### config.mk
export PLATFORM = sky130hd
export DESIGN_NAME = qbert_jump_ctrl
export DESIGN_NICKNAME = d
export VERILOG_FILES = /design/src/rtl/qbert_jump_ctrl.sv
export SDC_FILE = /design/constraint.sdc
export NUM_CORES = 1
export LEC_CHECK = 0
export BUFFER_PORTS_ARGS = -buffer_cell sky130_fd_sc_hd__buf_2
export CAP_MARGIN = 30
export CORE_UTILIZATION = 49
export DETAILED_ROUTE_END_ITERATION = 6
export GPL_ROUTABILITY_DRIVEN = 0
export PLACE_DENSITY = 0.71
export SYNTH_ARGS = -nofsm -noshare
export SYNTH_HDL_FRONTEND = slang
export SYNTH_SLANG_ARGS = --single-unit
### constraint.sdc
create_clock -name clk -period 6 [get_ports clk]
set_input_delay 0.6 -clock clk [delete_from_list [all_inputs] [get_ports clk]]
set_output_delay 0.6 -clock clk [all_outputs]
set_load 0.01 [all_outputs]
### src/rtl/qbert_jump_ctrl.sv
// qbert_jump_ctrl
//   Turns direction requests into jump commands for the Q*bert sprite layer,
//   tracks Q*bert's cube on the 28-cube pyramid, keeps the visited-cube map
//   and flags bad jumps (leaving the pyramid) and the winning jump.
//
// Ports
//   clk, reset           clock, asynchronous active-low reset
//   req_dir, req_valid   direction request (001 DR, 010 DL, 011 UR, 100 UL)
//   req_ready            request accepted when req_valid && req_ready
//   e_start_qb           restart pulse (highest priority)
//   e_pause_qb           blocks acceptance of new requests
//   done_move, state_qb  handshake from the animation layer (010 = IDLE)
//   e_jump_qb            last jump direction (sprite orientation)
//   position_qb          one-hot current cube, bit0 = top
//   e_next_qb            one-hot target cube, zero when leaving the pyramid
//   e_bad_jump           current jump leaves the pyramid
//   e_win_qb             current jump completes the pyramid
//   visited              cubes already landed on
//   timeout_err          sticky layer-handshake timeout, cleared by e_start_qb
module qbert_jump_ctrl #(
   parameter logic [31:0] TIMEOUT = 32'd50_000_000
) (
   input  logic        clk,
   input  logic        reset,
   input  logic [2:0]  req_dir,
   input  logic        req_valid,
   output logic        req_ready,
   input  logic        e_start_qb,
   input  logic        e_pause_qb,
   input  logic        done_move,
   input  logic [2:0]  state_qb,
   output logic [2:0]  e_jump_qb,
   output logic [27:0] position_qb,
   output logic [27:0] e_next_qb,
   output logic        e_bad_jump,
   output logic        e_win_qb,
   output logic [27:0] visited,
   output logic        timeout_err
);

   typedef enum logic [2:0] {
      S_IDLE,
      S_WAIT_LO,
      S_WAIT_HI,
      S_COMMIT,
      S_DONE
   } state_t;

   localparam logic [2:0]  QB_IDLE   = 3'b010;
   localparam logic [27:0] ALL_CUBES = 28'hFFF_FFFF;

   state_t      state;
   logic [2:0]  row, col;
   logic [2:0]  t_row, t_col;
   logic        bad_r;
   logic [31:0] cnt;

   logic [2:0]  n_row, n_col;
   logic        n_bad, n_valid;
   logic [27:0] n_oh;

   // Cube (r, c) sits at bit r(r-1)/2 + c; 6-bit math keeps 7*6 from overflowing.
   function automatic logic [27:0] cube_oh(input logic [2:0] r, input logic [2:0] c);
      logic [5:0] r6;
      logic [5:0] idx;
      r6      = {3'b000, r};
      idx     = ((r6 * (r6 - 6'd1)) >> 1) + {3'b000, c};
      cube_oh = 28'd1 << idx;
   endfunction

   always_comb begin
      n_row   = row;
      n_col   = col;
      n_bad   = 1'b0;
      n_valid = 1'b1;
      case (req_dir)
         3'b001: begin
            n_row = row + 3'd1;
            n_bad = (row == 3'd7);
         end
         3'b010: begin
            n_row = row + 3'd1;
            n_col = col + 3'd1;
            n_bad = (row == 3'd7);
         end
         3'b011: begin
            n_row = row - 3'd1;
            n_col = col - 3'd1;
            n_bad = (row == 3'd1) || (col == 3'd0);
         end
         3'b100: begin
            n_row = row - 3'd1;
            n_bad = (row == 3'd1) || (col == row - 3'd1);
         end
         default: n_valid = 1'b0;
      endcase
   end

   assign n_oh        = cube_oh(n_row, n_col);
   assign position_qb = cube_oh(row, col);

   // Gated by reset so the handshake stays low while reset is held.
   assign req_ready = reset && (state == S_IDLE) && !e_pause_qb && done_move &&
                      (state_qb == QB_IDLE);

   always_ff @(posedge clk or negedge reset) begin
      if (!reset) begin
         state       <= S_IDLE;
         row         <= 3'd1;
         col         <= 3'd0;
         t_row       <= 3'd1;
         t_col       <= 3'd0;
         bad_r       <= 1'b0;
         cnt         <= '0;
         e_jump_qb   <= '0;
         e_next_qb   <= 28'h1;
         visited     <= 28'h1;
         e_bad_jump  <= 1'b0;
         e_win_qb    <= 1'b0;
         timeout_err <= 1'b0;
      end else if (e_start_qb) begin
         state       <= S_IDLE;
         row         <= 3'd1;
         col         <= 3'd0;
         t_row       <= 3'd1;
         t_col       <= 3'd0;
         bad_r       <= 1'b0;
         cnt         <= '0;
         e_jump_qb   <= '0;
         e_next_qb   <= 28'h1;
         visited     <= 28'h1;
         e_bad_jump  <= 1'b0;
         e_win_qb    <= 1'b0;
         timeout_err <= 1'b0;
      end else begin
         case (state)
            S_IDLE: begin
               // Unknown direction codes are consumed without any effect.
               if (req_valid && req_ready && n_valid) begin
                  t_row      <= n_row;
                  t_col      <= n_col;
                  bad_r      <= n_bad;
                  e_next_qb  <= n_bad ? '0 : n_oh;
                  e_jump_qb  <= req_dir;
                  e_bad_jump <= n_bad;
                  e_win_qb   <= !n_bad && ((visited | n_oh) == ALL_CUBES);
                  cnt        <= '0;
                  state      <= S_WAIT_LO;
               end
            end
            S_WAIT_LO, S_WAIT_HI: begin
               if ((TIMEOUT != 32'd0) && (cnt == TIMEOUT)) begin
                  // Abandon the jump: the layer sees e_next == position and stays put.
                  timeout_err <= 1'b1;
                  e_next_qb   <= position_qb;
                  e_bad_jump  <= 1'b0;
                  e_win_qb    <= 1'b0;
                  cnt         <= '0;
                  state       <= S_IDLE;
               end else if ((state == S_WAIT_LO) && !done_move) begin
                  cnt   <= '0;
                  state <= S_WAIT_HI;
               end else if ((state == S_WAIT_HI) && done_move &&
                            ((state_qb == QB_IDLE) || e_win_qb)) begin
                  cnt   <= '0;
                  state <= S_COMMIT;
               end else begin
                  cnt <= cnt + 32'd1;
               end
            end
            S_COMMIT: begin
               if (!bad_r) begin
                  row       <= t_row;
                  col       <= t_col;
                  visited   <= visited | cube_oh(t_row, t_col);
                  e_next_qb <= cube_oh(t_row, t_col);
               end else begin
                  row       <= 3'd1;
                  col       <= 3'd0;
                  e_next_qb <= 28'h1;
               end
               e_bad_jump <= 1'b0;
               state      <= e_win_qb ? S_DONE : S_IDLE;
            end
            S_DONE: state <= S_DONE;
            default: state <= S_IDLE;
         endcase
      end
   end

endmodule

==> results of run 1 <==
-- cells in the mapped netlist, types with 5 or more instances --
library cell | count | area [um2]
sky130_fd_sc_hd__clkbuf_1 | 31 | 116
sky130_fd_sc_hd__or2_2 | 5 | 31.3
sky130_fd_sc_hd__and2_1 | 11 | 68.8
sky130_fd_sc_hd__o31ai_1 | 5 | 37.5
sky130_fd_sc_hd__nand2_1 | 96 | 360
sky130_fd_sc_hd__or3_1 | 9 | 56.3
sky130_fd_sc_hd__nand3_1 | 34 | 170
sky130_fd_sc_hd__nor2b_1 | 20 | 125
sky130_fd_sc_hd__a21o_1 | 9 | 67.6
sky130_fd_sc_hd__nor3_1 | 22 | 110
sky130_fd_sc_hd__mux2i_1 | 8 | 80.1
sky130_fd_sc_hd__a32oi_1 | 10 | 87.6
sky130_fd_sc_hd__ha_1 | 50 | 626
sky130_fd_sc_hd__and3_1 | 18 | 113
sky130_fd_sc_hd__inv_1 | 53 | 199
sky130_fd_sc_hd__fa_1 | 10 | 200
sky130_fd_sc_hd__o22ai_1 | 15 | 93.8
sky130_fd_sc_hd__nor4_1 | 7 | 43.8
sky130_fd_sc_hd__a22oi_1 | 15 | 113
sky130_fd_sc_hd__a31oi_1 | 8 | 50.1
sky130_fd_sc_hd__o21ai_1 | 14 | 70.1
sky130_fd_sc_hd__buf_2 | 5 | 25.0
sky130_fd_sc_hd__xor2_1 | 27 | 236
sky130_fd_sc_hd__xnor2_1 | 25 | 219
sky130_fd_sc_hd__a22o_1 | 11 | 96.3
sky130_fd_sc_hd__o21ai_0 | 44 | 220
sky130_fd_sc_hd__nand2b_1 | 13 | 81.3
sky130_fd_sc_hd__dfrtp_1 | 106 | 2650
sky130_fd_sc_hd__nor2_1 | 130 | 488
sky130_fd_sc_hd__a21oi_1 | 47 | 235
-- state kept, by name, summed over array words and instances (netlist names), 3 cells and up --
register,cells
cnt,32
col,3
e_jump_qb,3
e_next_qb,28
row,3
state,3
t_col,3
t_row,3
visited,28
-- repair_timing --
action	CTS	global route
resized for setup	0	7
hold endpoints to repair	0	0
buffers inserted	0	0
endpoints found under the setup margin	0	29
-- per-layer routing --
| layer | vias to the layer above | share of wire, % | GRT usage, % |
|---|---|---|---|
| li1 | 3412 | - | - |
| met1 | 3324 | 42 | 36.6 |
| met4 | 0 | 3.7 | 11.3 |
| met5 | - | 0 | 0 |
| met2 | 395 | 45 | 43.2 |
| met3 | 75 | 9.2 | 6.01 |
-- worst max-delay path, delay by kind of cell, from the launching register on --
family | cells | cell delay [ps]
AND/OR/NAND/NOR | 6 | 1430
adder cells (fa/ha/maj) | 8 | 1970
flip-flops | 1 | 600
buffers and inverters | 4 | 280
AO/OA/AOI/OAI | 2 | 150
XOR/XNOR | 4 | 1080
-- metrics by stage --
step | power [mW] | setup slack, ps | hold WS [ps]
2_1_floorplan | 1.12 | 644 | 304
3_3_place_gp | 1.27 | 380 | 463
3_5_place_dp | 1.27 | 206 | 461
4_1_cts | 1.86 | 59.5 | 224
5_1_grt | 1.96 | 48.6 | 247
6_report | 1.87 | 378 | 197
-- power groups by stage --
stage                     combinational, mW  sequential (mW)  clock, mW
after CTS                             0.481            0.781      0.603
final                                 0.498            0.782      0.592
after global routing                  0.541            0.786      0.629
after detailed placement              0.478            0.796          0
after global placement                0.473            0.795          0
after floorplan                       0.324            0.794          0
-- worst min-delay path by stage --
stage	slack [ps]	to	cells after the start	startpoint
after floorplan	300	bad_r	0	reset
after global placement	460	e_jump_qb[2]	2	e_jump_qb[2]
after detailed placement	460	e_bad_jump	1	e_bad_jump
after CTS	220	t_col[0]	1	reset
after global routing	250	row[2]	1	reset
final	200	row[2]	1	reset
-- cells by family (layout without fill, tap and decap cells) --
logic type,count (synthesis),in the layout
compound gates,204,204
xor+xnor,57,57
fa+ha+maj,60,60
buf+inv,95,189
flops,110,110
mux,8,8
simple gates,391,391
-- cells in the final DEF (no fill, tap or decap), types with 10 or more instances in the layout --
cell | netlist | final
sky130_fd_sc_hd__xor2_1 | 27 | 26
sky130_fd_sc_hd__a22o_1 | 11 | 11
sky130_fd_sc_hd__and2_1 | 11 | 11
sky130_fd_sc_hd__nand3_1 | 34 | 34
sky130_fd_sc_hd__nor2b_1 | 20 | 20
sky130_fd_sc_hd__buf_4 | 0 | 17
sky130_fd_sc_hd__o22ai_1 | 15 | 15
sky130_fd_sc_hd__nor2_1 | 130 | 129
sky130_fd_sc_hd__buf_2 | 5 | 102
sky130_fd_sc_hd__and3_1 | 18 | 18
sky130_fd_sc_hd__a21oi_1 | 47 | 46
sky130_fd_sc_hd__fa_1 | 10 | 10
sky130_fd_sc_hd__o21ai_1 | 14 | 13
sky130_fd_sc_hd__xnor2_1 | 25 | 22
sky130_fd_sc_hd__o21ai_0 | 44 | 44
sky130_fd_sc_hd__nand2b_1 | 13 | 13
sky130_fd_sc_hd__nor3_1 | 22 | 22
sky130_fd_sc_hd__dfrtp_1 | 106 | 105
sky130_fd_sc_hd__inv_1 | 53 | 53
sky130_fd_sc_hd__a32oi_1 | 10 | 10
sky130_fd_sc_hd__ha_1 | 50 | 50
sky130_fd_sc_hd__nand2_1 | 96 | 96
sky130_fd_sc_hd__a22oi_1 | 15 | 15
-- layout make-up --
class | count | area share [%]
Clock buffer | 10 | 2.59
Clock inverter | 6 | 0.608
Inverter | 54 | 2.35
Multi-Input combinational cell | 720 | 53.1
Sequential cell | 110 | 31.2
Tap cell | 211 | 2.98
Timing Repair Buffer | 119 | 7.21
==> insert_results.sql, run 1 <==
INSERT INTO impl_metrics (metric_group, metric, value, unit) VALUES
('placed_design', 'dp.final_hpwl', '16.4', 'mm'),
('timing', 'report.final.slew_viol_count', '0', ''),
('cells_and_area', 'syn_to_final_growth', '13.4', '%'),
('synthesis', 'synth.yosys.seq_area_share', '35.3', '%'),
('timing', 'timing_hold_violations_final', '0', ''),
('cells_and_area', 'post_route_cells_drive_above_1_share', '15.8', '%'),
('clock_network', 'total_clock_buffers_created_by_cts', '9', ''),
('cells_and_area', 'finalNonFillerCells', '1230', ''),
('timing', 'finalSetupTns', '0', 'ps'),
('synthesis', 'synth_adder_area_share', '10.6', '%'),
('hold_path', 'hp-class', 'in -> async', ''),
('detailed_routing', 'drt-total-wl', '21.8', 'mm'),
('cells_and_area', 'regArea', '0.00276', 'mm2'),
('detailed_routing', 'viasPerCell', '5.86', ''),
('synthesis', 'synth-edff-count', '0', ''),
('timing', 'period_needed', '5620', 'ps'),
('clock_network', 'cts_tree', 'done', ''),
('grt', 'first_pass_grt_wire_length', '34.9', 'mm'),
('setup_path', 'timing.critical_path.from', 'row[0]', ''),
('synthesis', 'post_synth_and_or_nand_nor_area_fraction', '24.0', '%'),
('setup_path', 'cp.arrival', '5890', 'ps'),
('timing', 'grt_setup_unrepaired', 'no', ''),
('setup_path', 'critical_path_required', '6270', 'ps'),
('clock_network', 'clock_sink_count', '110', ''),
('status', 'outcome', 'finished, final reports clean', ''),
('synthesis', 'synth_compound_area_share', '16.8', '%'),
('timing', 'layout_worst_path_cycle_share', '93.7', '%'),
('floorplanning', 'num_io_pins', '103', ''),
('synthesis', 'synth_flop_cell', 'sky130_fd_sc_hd__dfrtp_1', ''),
('synthesis', 'syn-cell-area', '0.00781', 'mm2'),
('floorplanning', 'start_util', '50.8', '%'),
('grt', 'grt_overflow', '0', ''),
('cells_and_area', 'final_layout_fill_cell_count', '1434', ''),
('clock_network', 'cts_hold_buf', '0', ''),
('setup_path', 'cp_common_cell', 'sky130_fd_sc_hd__ha_1', ''),
('setup_path', 'reg2reg_depth', '24', ''),
('floorplanning', 'placeableCoreArea', '0.0154', 'mm2'),
('cells_and_area', 'antenna-diode-count', '0', ''),
('setup_path', 'r2r-end', 'e_next_qb[18]', ''),
('pwr', 'max_rail_drop_vdd', '0.182', 'mV'),
('clock_network', 'clock_insertion_delay_worst_skew', '370', 'ps'),
('placed_design', 'placed_cells_incl_taps', '1214', ''),
('synthesis', 'ys_warn_count', '0', ''),
('pwr', 'cellInternalPower', '1.21', 'mW'),
('synthesis', 'synth_xor_xnor_area_share', '7.26', '%'),
('placed_design', 'placement.cell_area', '0.00853', 'mm2'),
('pwr', 'netSwitchingPower', '0.662', 'mW'),
('synthesis', 'synth_seq_cells', '110', ''),
('placed_design', 'port-buffer-count', '102', ''),
('synthesis', 'synth_top_family_by_area', 'simple AND/OR/NAND/NOR gates', ''),
('grt', 'grt_start_max_net_pins', '71', ''),
('grt', 'grt_pass1_vias', '6719', ''),
('setup_path', 'timing.critical_path.to', 'e_next_qb[18]', ''),
('cells_and_area', 'final_nets', '1086', ''),
('setup_path', 'critical-path-slowest-cell', 'sky130_fd_sc_hd__dfstp_2', ''),
('synthesis', 'syn_nets', '997', ''),
('pwr', 'share_clk_of_total_power', '31.6', '%'),
('grt', 'globalRouteTotalUtil', '27.5', '%'),
('timing', 'worst-slew-pin-transition', '920', 'ps'),
('timing', 'relSlewSlack', '38.5', '%'),
('detailed_routing', 'firstDrtPassIters', '6', ''),
('pwr', 'power_per_cell_area', '212', 'mW/mm2'),
('synthesis', 'synth_async_sr_flop_share', '100', '%'),
('synthesis', 'yosys-mux-area-fraction', '1.03', '%'),
('pwr', 'netSwitchingFraction', '35.3', '%'),
('synthesis', 'avgSynthCellArea', '8.44', 'um2'),
('synthesis', 'library_cells_used_by_synthesis', '69', ''),
('setup_path', 'timing.critical_path.slowest_cell_delay', '600', 'ps'),
('setup_path', 'timing.critical_path.to_type', 'register', ''),
('pwr', 'power.share.sequential', '41.7', '%'),
('detailed_routing', 'vias', '7206', '');
Note: power is estimated with default switching activity, not from simulation.
==> run 2: changes to the inputs <==
--- a/config.mk
+++ b/config.mk
@@ -7,10 +7,10 @@
 export LEC_CHECK = 0
 export BUFFER_PORTS_ARGS = -buffer_cell sky130_fd_sc_hd__buf_2
 export CAP_MARGIN = 30
-export CORE_UTILIZATION = 49
+export CORE_UTILIZATION = 59
 export DETAILED_ROUTE_END_ITERATION = 6
 export GPL_ROUTABILITY_DRIVEN = 0
-export PLACE_DENSITY = 0.71
+export PLACE_DENSITY = 0.83
 export SYNTH_ARGS = -nofsm -noshare
 export SYNTH_HDL_FRONTEND = slang
 export SYNTH_SLANG_ARGS = --single-unit
==> constraint.sdc (replaced) <==
create_clock -name clk -period 5.8 [get_ports clk]
set_input_delay 0.58 -clock clk [delete_from_list [all_inputs] [get_ports clk]]
set_output_delay 0.58 -clock clk [all_outputs]
set_load 0.01 [all_outputs]
==> insert_results.sql, run 2 (synthesized netlist as in run 1, its figures left out) <==
INSERT INTO impl_metrics (metric_group, metric, value, unit) VALUES
('detailed_routing', 'viasPerCell', '6.14', ''),
('timing', 'worst-slew-pin-transition', '995', 'ps'),
('cells_and_area', 'final_nets', '1092', ''),
('grt', 'first_pass_grt_wire_length', '33.9', 'mm'),
('clock_network', 'cts_max_level', '3', ''),
('timing', 'period_needed', '5520', 'ps'),
('flow_run', 'drv_cap', '0', ''),
('detailed_routing', 'final_antenna_net_count', '0', ''),
('pwr', 'power_per_cell_area', '218', 'mW/mm2'),
('setup_path', 'worstSetupStartpointType', 'register', ''),
('pwr', 'share_clk_of_total_power', '31.2', '%'),
('setup_path', 'timing.critical_path.to_type', 'register', ''),
('cells_and_area', 'flip_flop_count_of_the_largest_register_after_layout', '32', ''),
('floorplanning', 'placeableCoreArea', '0.0128', 'mm2'),
('floorplanning', 'num_io_pins', '103', ''),
('pwr', 'power.share.sequential', '41.7', '%'),
('setup_path', 'cp.arrival', '5800', 'ps'),
('floorplanning', 'rows', '41', ''),
('pwr', 'netSwitchingPower', '0.677', 'mW'),
('status', 'violations', 'design-rule violations', ''),
('clock_network', 'ctsRootBufferMaster', 'sky130_fd_sc_hd__clkbuf_16', ''),
('clock_network', 'cts.reportedPaths.clkPinSlew', '80', 'ps'),
('timing', 'report.final.slew_viol_count', '0', ''),
('cells_and_area', 'multi_input_comb_area', '0.00474', 'mm2'),
('cells_and_area', 'layout_common_cells', 'sky130_fd_sc_hd__nor2_1, sky130_fd_sc_hd__dfrtp_1, sky130_fd_sc_hd__buf_2', ''),
('pwr', 'comb_power_share', '27.2', '%'),
('pwr', 'netSwitchingFraction', '34.9', '%'),
('floorplanning', 'height_of_the_die', '117', 'um'),
('timing', 'layout_worst_path_cycle_share', '95.2', '%'),
('cells_and_area', 'reg.largest.list', 'cnt (32), e_next_qb (28), visited (28)', ''),
('clock_network', 'total_clock_buffers_created_by_cts', '9', ''),
('detailed_routing', 'vias', '7345', ''),
('pwr', 'leakage', '4.24', 'nW'),
('grt', 'grt_start_max_net_pins', '78', ''),
('timing', 'timing_hold_violations_final', '0', ''),
('detailed_routing', 'drt-total-wl', '21.0', 'mm'),
('clock_network', 'clock_sink_count', '110', ''),
('floorplanning', 'die-width', '117', 'um'),
('clock_network', 'clock_path_buffers', '2', ''),
('setup_path', 'critical_path_required', '6080', 'ps'),
('pwr', 'max_rail_drop_vdd', '0.251', 'mV'),
('detailed_routing', 'firstDrtPassIters', '7', ''),
('cells_and_area', 'largest_register', 'cnt', ''),
('timing', 'fin_worst_skew', '8.67', 'ps'),
('cells_and_area', 'layout.cells.most_common', 'sky130_fd_sc_hd__nor2_1', ''),
('cells_and_area', 'post_route_cells_drive_above_1_share', '16.8', '%'),
('cells_and_area', 'antenna-diode-count', '0', ''),
('timing', 'maximum_clock_frequency', '181', 'MHz'),
('timing', 'final-setup-viol-count', '0', ''),
('cells_and_area', 'regArea', '0.00276', 'mm2'),
('pwr', 'cellInternalPower', '1.27', 'mW'),
('detailed_routing', 'drtIter0Drc', '851', ''),
('setup_path', 'critical_path_class', 'reg -> reg', ''),
('timing', 'grt_setup_unrepaired', 'no', ''),
('timing', 'relSlewSlack', '33.5', '%'),
('status', 'outcome', 'finished, violations left', ''),
('floorplanning', 'dieArea', '0.0137', 'mm2'),
('placed_design', 'port-buffer-count', '102', ''),
('detailed_routing', 'detail_route.wl_per_cell', '17.6', 'um'),
('timing', 'finalSetupTns', '0', 'ps'),
('clock_network', 'cts_tree', 'done', ''),
('hold_path', 'hp-class', 'in -> async', ''),
('clock_network', 'cts_hold_buf', '0', ''),
('cells_and_area', 'final_layout_fill_cell_count', '1007', ''),
('grt', 'antenna_found_initial', '0', ''),
('floorplanning', 'start_util', '61.1', '%'),
('grt', 'grt_pass1_vias', '6795', ''),
('setup_path', 'critical_path.max_fanout', '7', ''),
('cells_and_area', 'syn_to_final_growth', '14.2', '%'),
('grt', 'globalRouteTotalUtil', '32.4', '%'),
('grt', 'grt_overflow', '0', ''),
('detailed_routing', 'drc', '9', ''),
('clock_network', 'clock_insertion_delay_worst_skew', '370', 'ps'),
('placed_design', 'dp.final_hpwl', '15.6', 'mm'),
('pwr', 'report.power.total', '1.94', 'mW');
run 2: power by group through the flow:
stage	logic (mW)	clock network, mW	registers [mW]
5_1_grt	0.573	0.635	0.812
3_3_place_gp	0.489	0	0.823
6_report	0.528	0.606	0.809
3_5_place_dp	0.497	0	0.824
2_1_floorplan	0.335	0	0.822
4_1_cts	0.500	0.613	0.809
run 2: cell type report:
| cell class | instances | share of cell area [%] |
|---|---|---|
| Timing Repair Buffer | 125 | 7.89 |
| Tap cell | 172 | 2.41 |
| Inverter | 54 | 2.33 |
| Multi-Input combinational cell | 720 | 53.2 |
| Sequential cell | 110 | 30.9 |
| Clock buffer | 10 | 2.57 |
| Clock inverter | 6 | 0.618 |
run 2: timing repair:
item                                    4_1_cts  5_1_grt
gates resized for setup                       1       14
endpoints found under the setup margin       10       51
buffers inserted                              0        2
hold endpoints to repair                      0        0
run 2: final timing paths:
check	from	to	slack, ps	cells after the start
max	row[0]	e_next_qb[19]	280	19
min	reset	e_next_qb[2]	160	1
max reg2reg	row[0]	e_next_qb[19]	280	19
min reg2reg	e_next_qb[9]	e_next_qb[9]	480	2
max in group asynchronous	reset	row[0]	4680	3
min in group clk	e_next_qb[9]	e_next_qb[9]	480	2
run 2: metrics by stage:
step	utilization, %	setup WS, ps	cell area [um2]	hold WS (ps)	std cells
finish	69.8	278	8910	164	1197
CTS	68.9	74.0	8790	176	1194
global route	69.8	6.12	8910	199	1197
global placement	66.5	227	8500	469	1177
floorplan	-	444	7810	284	925
detailed placement	66.6	84.0	8500	471	1178
run 2: per-layer routing:
layer	wire length (um)	track usage [%]
met4	663	13.6
met2	9580	51.7
met3	1760	6.49
met5	0	0
met1	9020	43.4
run 2: worst max-delay path, cell delays in order (launching register included):
cell,delay (ps)
sky130_fd_sc_hd__dfstp_2,600
sky130_fd_sc_hd__buf_4,150
sky130_fd_sc_hd__ha_1,200
sky130_fd_sc_hd__ha_1,280
sky130_fd_sc_hd__nor4b_2,360
sky130_fd_sc_hd__a2111oi_4,110
sky130_fd_sc_hd__or2_1,370
sky130_fd_sc_hd__fa_1,450
sky130_fd_sc_hd__inv_1,60
sky130_fd_sc_hd__ha_1,220
sky130_fd_sc_hd__ha_1,270
sky130_fd_sc_hd__inv_1,50
sky130_fd_sc_hd__fa_1,460
sky130_fd_sc_hd__xnor2_2,190
sky130_fd_sc_hd__xnor2_4,280
sky130_fd_sc_hd__xnor3_2,440
sky130_fd_sc_hd__or3_1,530
sky130_fd_sc_hd__nor2b_4,170
sky130_fd_sc_hd__a211oi_1,80
sky130_fd_sc_hd__nor3_1,170
==> run 3: changes to the inputs <==
--- a/config.mk
+++ b/config.mk
@@ -7,10 +7,13 @@
 export LEC_CHECK = 0
 export BUFFER_PORTS_ARGS = -buffer_cell sky130_fd_sc_hd__buf_2
 export CAP_MARGIN = 30
-export CORE_UTILIZATION = 59
+export CELL_PAD_IN_SITES_DETAIL_PLACEMENT = 0
+export CELL_PAD_IN_SITES_GLOBAL_PLACEMENT = 1
+export CORE_UTILIZATION = 44
 export DETAILED_ROUTE_END_ITERATION = 6
 export GPL_ROUTABILITY_DRIVEN = 0
 export PLACE_DENSITY = 0.83
+export SLEW_MARGIN = 10
 export SYNTH_ARGS = -nofsm -noshare
 export SYNTH_HDL_FRONTEND = slang
 export SYNTH_SLANG_ARGS = --single-unit
==> insert_results.sql, run 3 (synthesized netlist as in run 1, its figures left out) <==
INSERT INTO impl_metrics (metric_group, metric, value, unit) VALUES
('setup_path', 'critical_path_class', 'reg -> reg', ''),
('clock_network', 'cts_max_level', '3', ''),
('clock_network', 'clock_sink_count', '110', ''),
('setup_path', 'critical_path_required', '6080', 'ps'),
('floorplanning', 'dieArea', '0.0183', 'mm2'),
('floorplanning', 'start_util', '45.1', '%'),
('clock_network', 'cts_tree', 'done', ''),
('setup_path', 'cp.arrival', '5910', 'ps'),
('grt', 'first_pass_grt_wire_length', '37.9', 'mm'),
('placed_design', 'port-buffer-count', '102', ''),
('cells_and_area', 'layout_common_cells', 'sky130_fd_sc_hd__nor2_1, sky130_fd_sc_hd__dfrtp_1, sky130_fd_sc_hd__buf_2', ''),
('timing', 'relSlewSlack', '39.0', '%'),
('detailed_routing', 'vias', '7287', ''),
('cells_and_area', 'final_layout_fill_cell_count', '1658', ''),
('detailed_routing', 'detail_route.wl_per_cell', '19.0', 'um'),
('cells_and_area', 'fin_util', '52.5', '%'),
('setup_path', 'path_cells', 'inv_1 -> ha_1 -> xnor2_1 -> nand2_1 -> a21oi_1 -> nor3_1 -> inv_1 -> ha_1 -> inv_1 -> ha_1 -> nor2_1 -> ha_1 -> ha_1 -> ha_1 -> ha_1 -> inv_1 -> fa_1 -> nor2_1 -> xnor3_1 -> a41oi_1 -> nor4_1 -> o2111ai_1 -> o31ai_1', ''),
('setup_path', 'cp_common_cell', 'sky130_fd_sc_hd__ha_1', ''),
('detailed_routing', 'drc', '0', ''),
('cells_and_area', 'reg.largest.list', 'cnt (32), e_next_qb (28), visited (28)', ''),
('timing', 'finalSetupTns', '0', 'ps'),
('flow_run', 'drv_cap', '0', ''),
('detailed_routing', 'final_antenna_net_count', '0', ''),
('timing', 'period_needed', '5630', 'ps'),
('grt', 'grt_pass1_vias', '6873', ''),
('floorplanning', 'rows', '48', ''),
('floorplanning', 'num_io_pins', '103', ''),
('placed_design', 'placement.cell_area', '0.00864', 'mm2'),
('cells_and_area', 'largest_register', 'cnt', ''),
('cells_and_area', 'stdcell_area', '0.00908', 'mm2'),
('grt', 'globalRouteTotalUtil', '27.0', '%'),
('pwr', 'power_per_cell_area', '234', 'mW/mm2'),
('pwr', 'max_rail_drop_vdd', '0.178', 'mV'),
('cells_and_area', 'final_nets', '1100', ''),
('timing', 'grt_setup_unrepaired', 'yes', ''),
('timing', 'final-setup-viol-count', '0', ''),
('clock_network', 'cts_hold_buf', '0', ''),
('timing', 'timing_hold_violations_final', '0', ''),
('cells_and_area', 'post_route_cells_drive_above_1_share', '17.0', '%'),
('floorplanning', 'placeableCoreArea', '0.0173', 'mm2'),
('setup_path', 'worstSetupStartpointType', 'register', ''),
('detailed_routing', 'drt-total-wl', '23.9', 'mm'),
('timing', 'worst-slew-pin-transition', '911', 'ps'),
('timing', 'fin_worst_skew', '10.3', 'ps'),
('grt', 'antenna_found_initial', '2', ''),
('clock_network', 'cts.reportedPaths.clkPinSlew', '80', 'ps'),
('setup_path', 'critical-path-slowest-cell', 'sky130_fd_sc_hd__dfstp_2', ''),
('cells_and_area', 'layout.cells.most_common', 'sky130_fd_sc_hd__nor2_1', ''),
('detailed_routing', 'viasPerCell', '5.79', ''),
('setup_path', 'timing.critical_path.slowest_cell_delay', '620', 'ps'),
('timing', 'fin_hold_ws', '265', 'ps'),
('cells_and_area', 'antenna-diode-count', '0', ''),
('floorplanning', 'die-width', '135', 'um'),
('floorplanning', 'height_of_the_die', '135', 'um'),
('timing', 'report.final.slew_viol_count', '0', ''),
('pwr', 'leakage', '4.31', 'nW'),
('setup_path', 'critical_path.max_fanout', '8', ''),
('grt', 'grt_overflow', '0', ''),
('grt', 'grt_start_max_net_pins', '59', ''),
('setup_path', 'timing.critical_path.to_type', 'register', ''),
('clock_network', 'ctsRootBufferMaster', 'sky130_fd_sc_hd__clkbuf_16', ''),
('clock_network', 'clock_path_buffers', '2', ''),
('clock_network', 'post_cts_setup_repair_bufs', '0', ''),
('status', 'outcome', 'finished, final reports clean', ''),
('timing', 'maximum_clock_frequency', '178', 'MHz'),
('pwr', 'report.power.total', '2.12', 'mW'),
('placed_design', 'dp.final_hpwl', '18.0', 'mm'),
('detailed_routing', 'drtIter0Drc', '641', ''),
('hold_path', 'hp-class', 'in -> async', ''),
('cells_and_area', 'syn_to_final_growth', '16.3', '%'),
('cells_and_area', 'flip_flop_count_of_the_largest_register_after_layout', '32', ''),
('timing', 'layout_worst_path_cycle_share', '97.0', '%'),
('detailed_routing', 'firstDrtPassIters', '6', ''),
('clock_network', 'total_clock_buffers_created_by_cts', '9', ''),
('clock_network', 'clock_insertion_delay_worst_skew', '370', 'ps');
run 3: what timing repair did:
item                                    CTS  global route
cloned                                    0             0
pin swaps                                 0             1
resized for setup                         1            10
endpoints found under the setup margin   12            48
run 3: cell type report:
| class | instances | area [um2] | area share, % |
|---|---|---|---|
| clock buffer | 9 | 225 | 2.48 |
| clock inverter | 7 | 126 | 1.39 |
| inverter | 54 | 208 | 2.29 |
| multi-input combinational | 720 | 4720 | 52.0 |
| sequential | 110 | 2760 | 30.4 |
| tap | 225 | 282 | 3.10 |
| timing repair buffer | 133 | 756 | 8.33 |
run 3: power breakdown:
part           total [mW]  internal [mW]  switching, mW
clock network       0.752          0.430          0.322
registers           0.812          0.787         0.0242
logic               0.560          0.185          0.375
total                2.12           1.40          0.721
run 3: path summary, 6_finish.rpt:
| kind | startpoint | to | slack (ps) | depth (start not counted) |
|---|---|---|---|---|
| setup / recovery | row[0] | e_win_qb | 170 | 23 |
| hold / removal | reset | e_jump_qb[1] | 270 | 1 |
| setup reg to reg | row[0] | e_win_qb | 170 | 23 |
| hold reg to reg | e_next_qb[11] | e_next_qb[11] | 490 | 2 |
| max in group asynchronous | reset | e_next_qb[8] | 4280 | 2 |
| min in group clk | e_start_qb | row[2] | 480 | 2 |
run 3: critical path, delay by kind of cell, from the launching register on:
kind	cells	cell delay, ps
DFF	1	620
xor gates and xnor gates	2	560
adders and majority gates	8	2210
and+or+nand+nor	5	1240
AOI/OAI and AO/OA	4	610
buffers and inverters	4	290
run 3: per-layer routing:
metal  track usage, %  part of all wire (%)
met1             37.9                    45
met5                0                 0.054
met4             6.37                   1.4
met3             9.02                   9.6
met2             40.0                    44
run 3: metrics by stage:
step           setup slack [ps]  cells
2_1_floorplan               444    925
6_report                    171   1258
4_1_cts                    10.3   1257
3_3_place_gp                200   1240
5_1_grt                   -28.1   1258
3_5_place_dp                153   1241
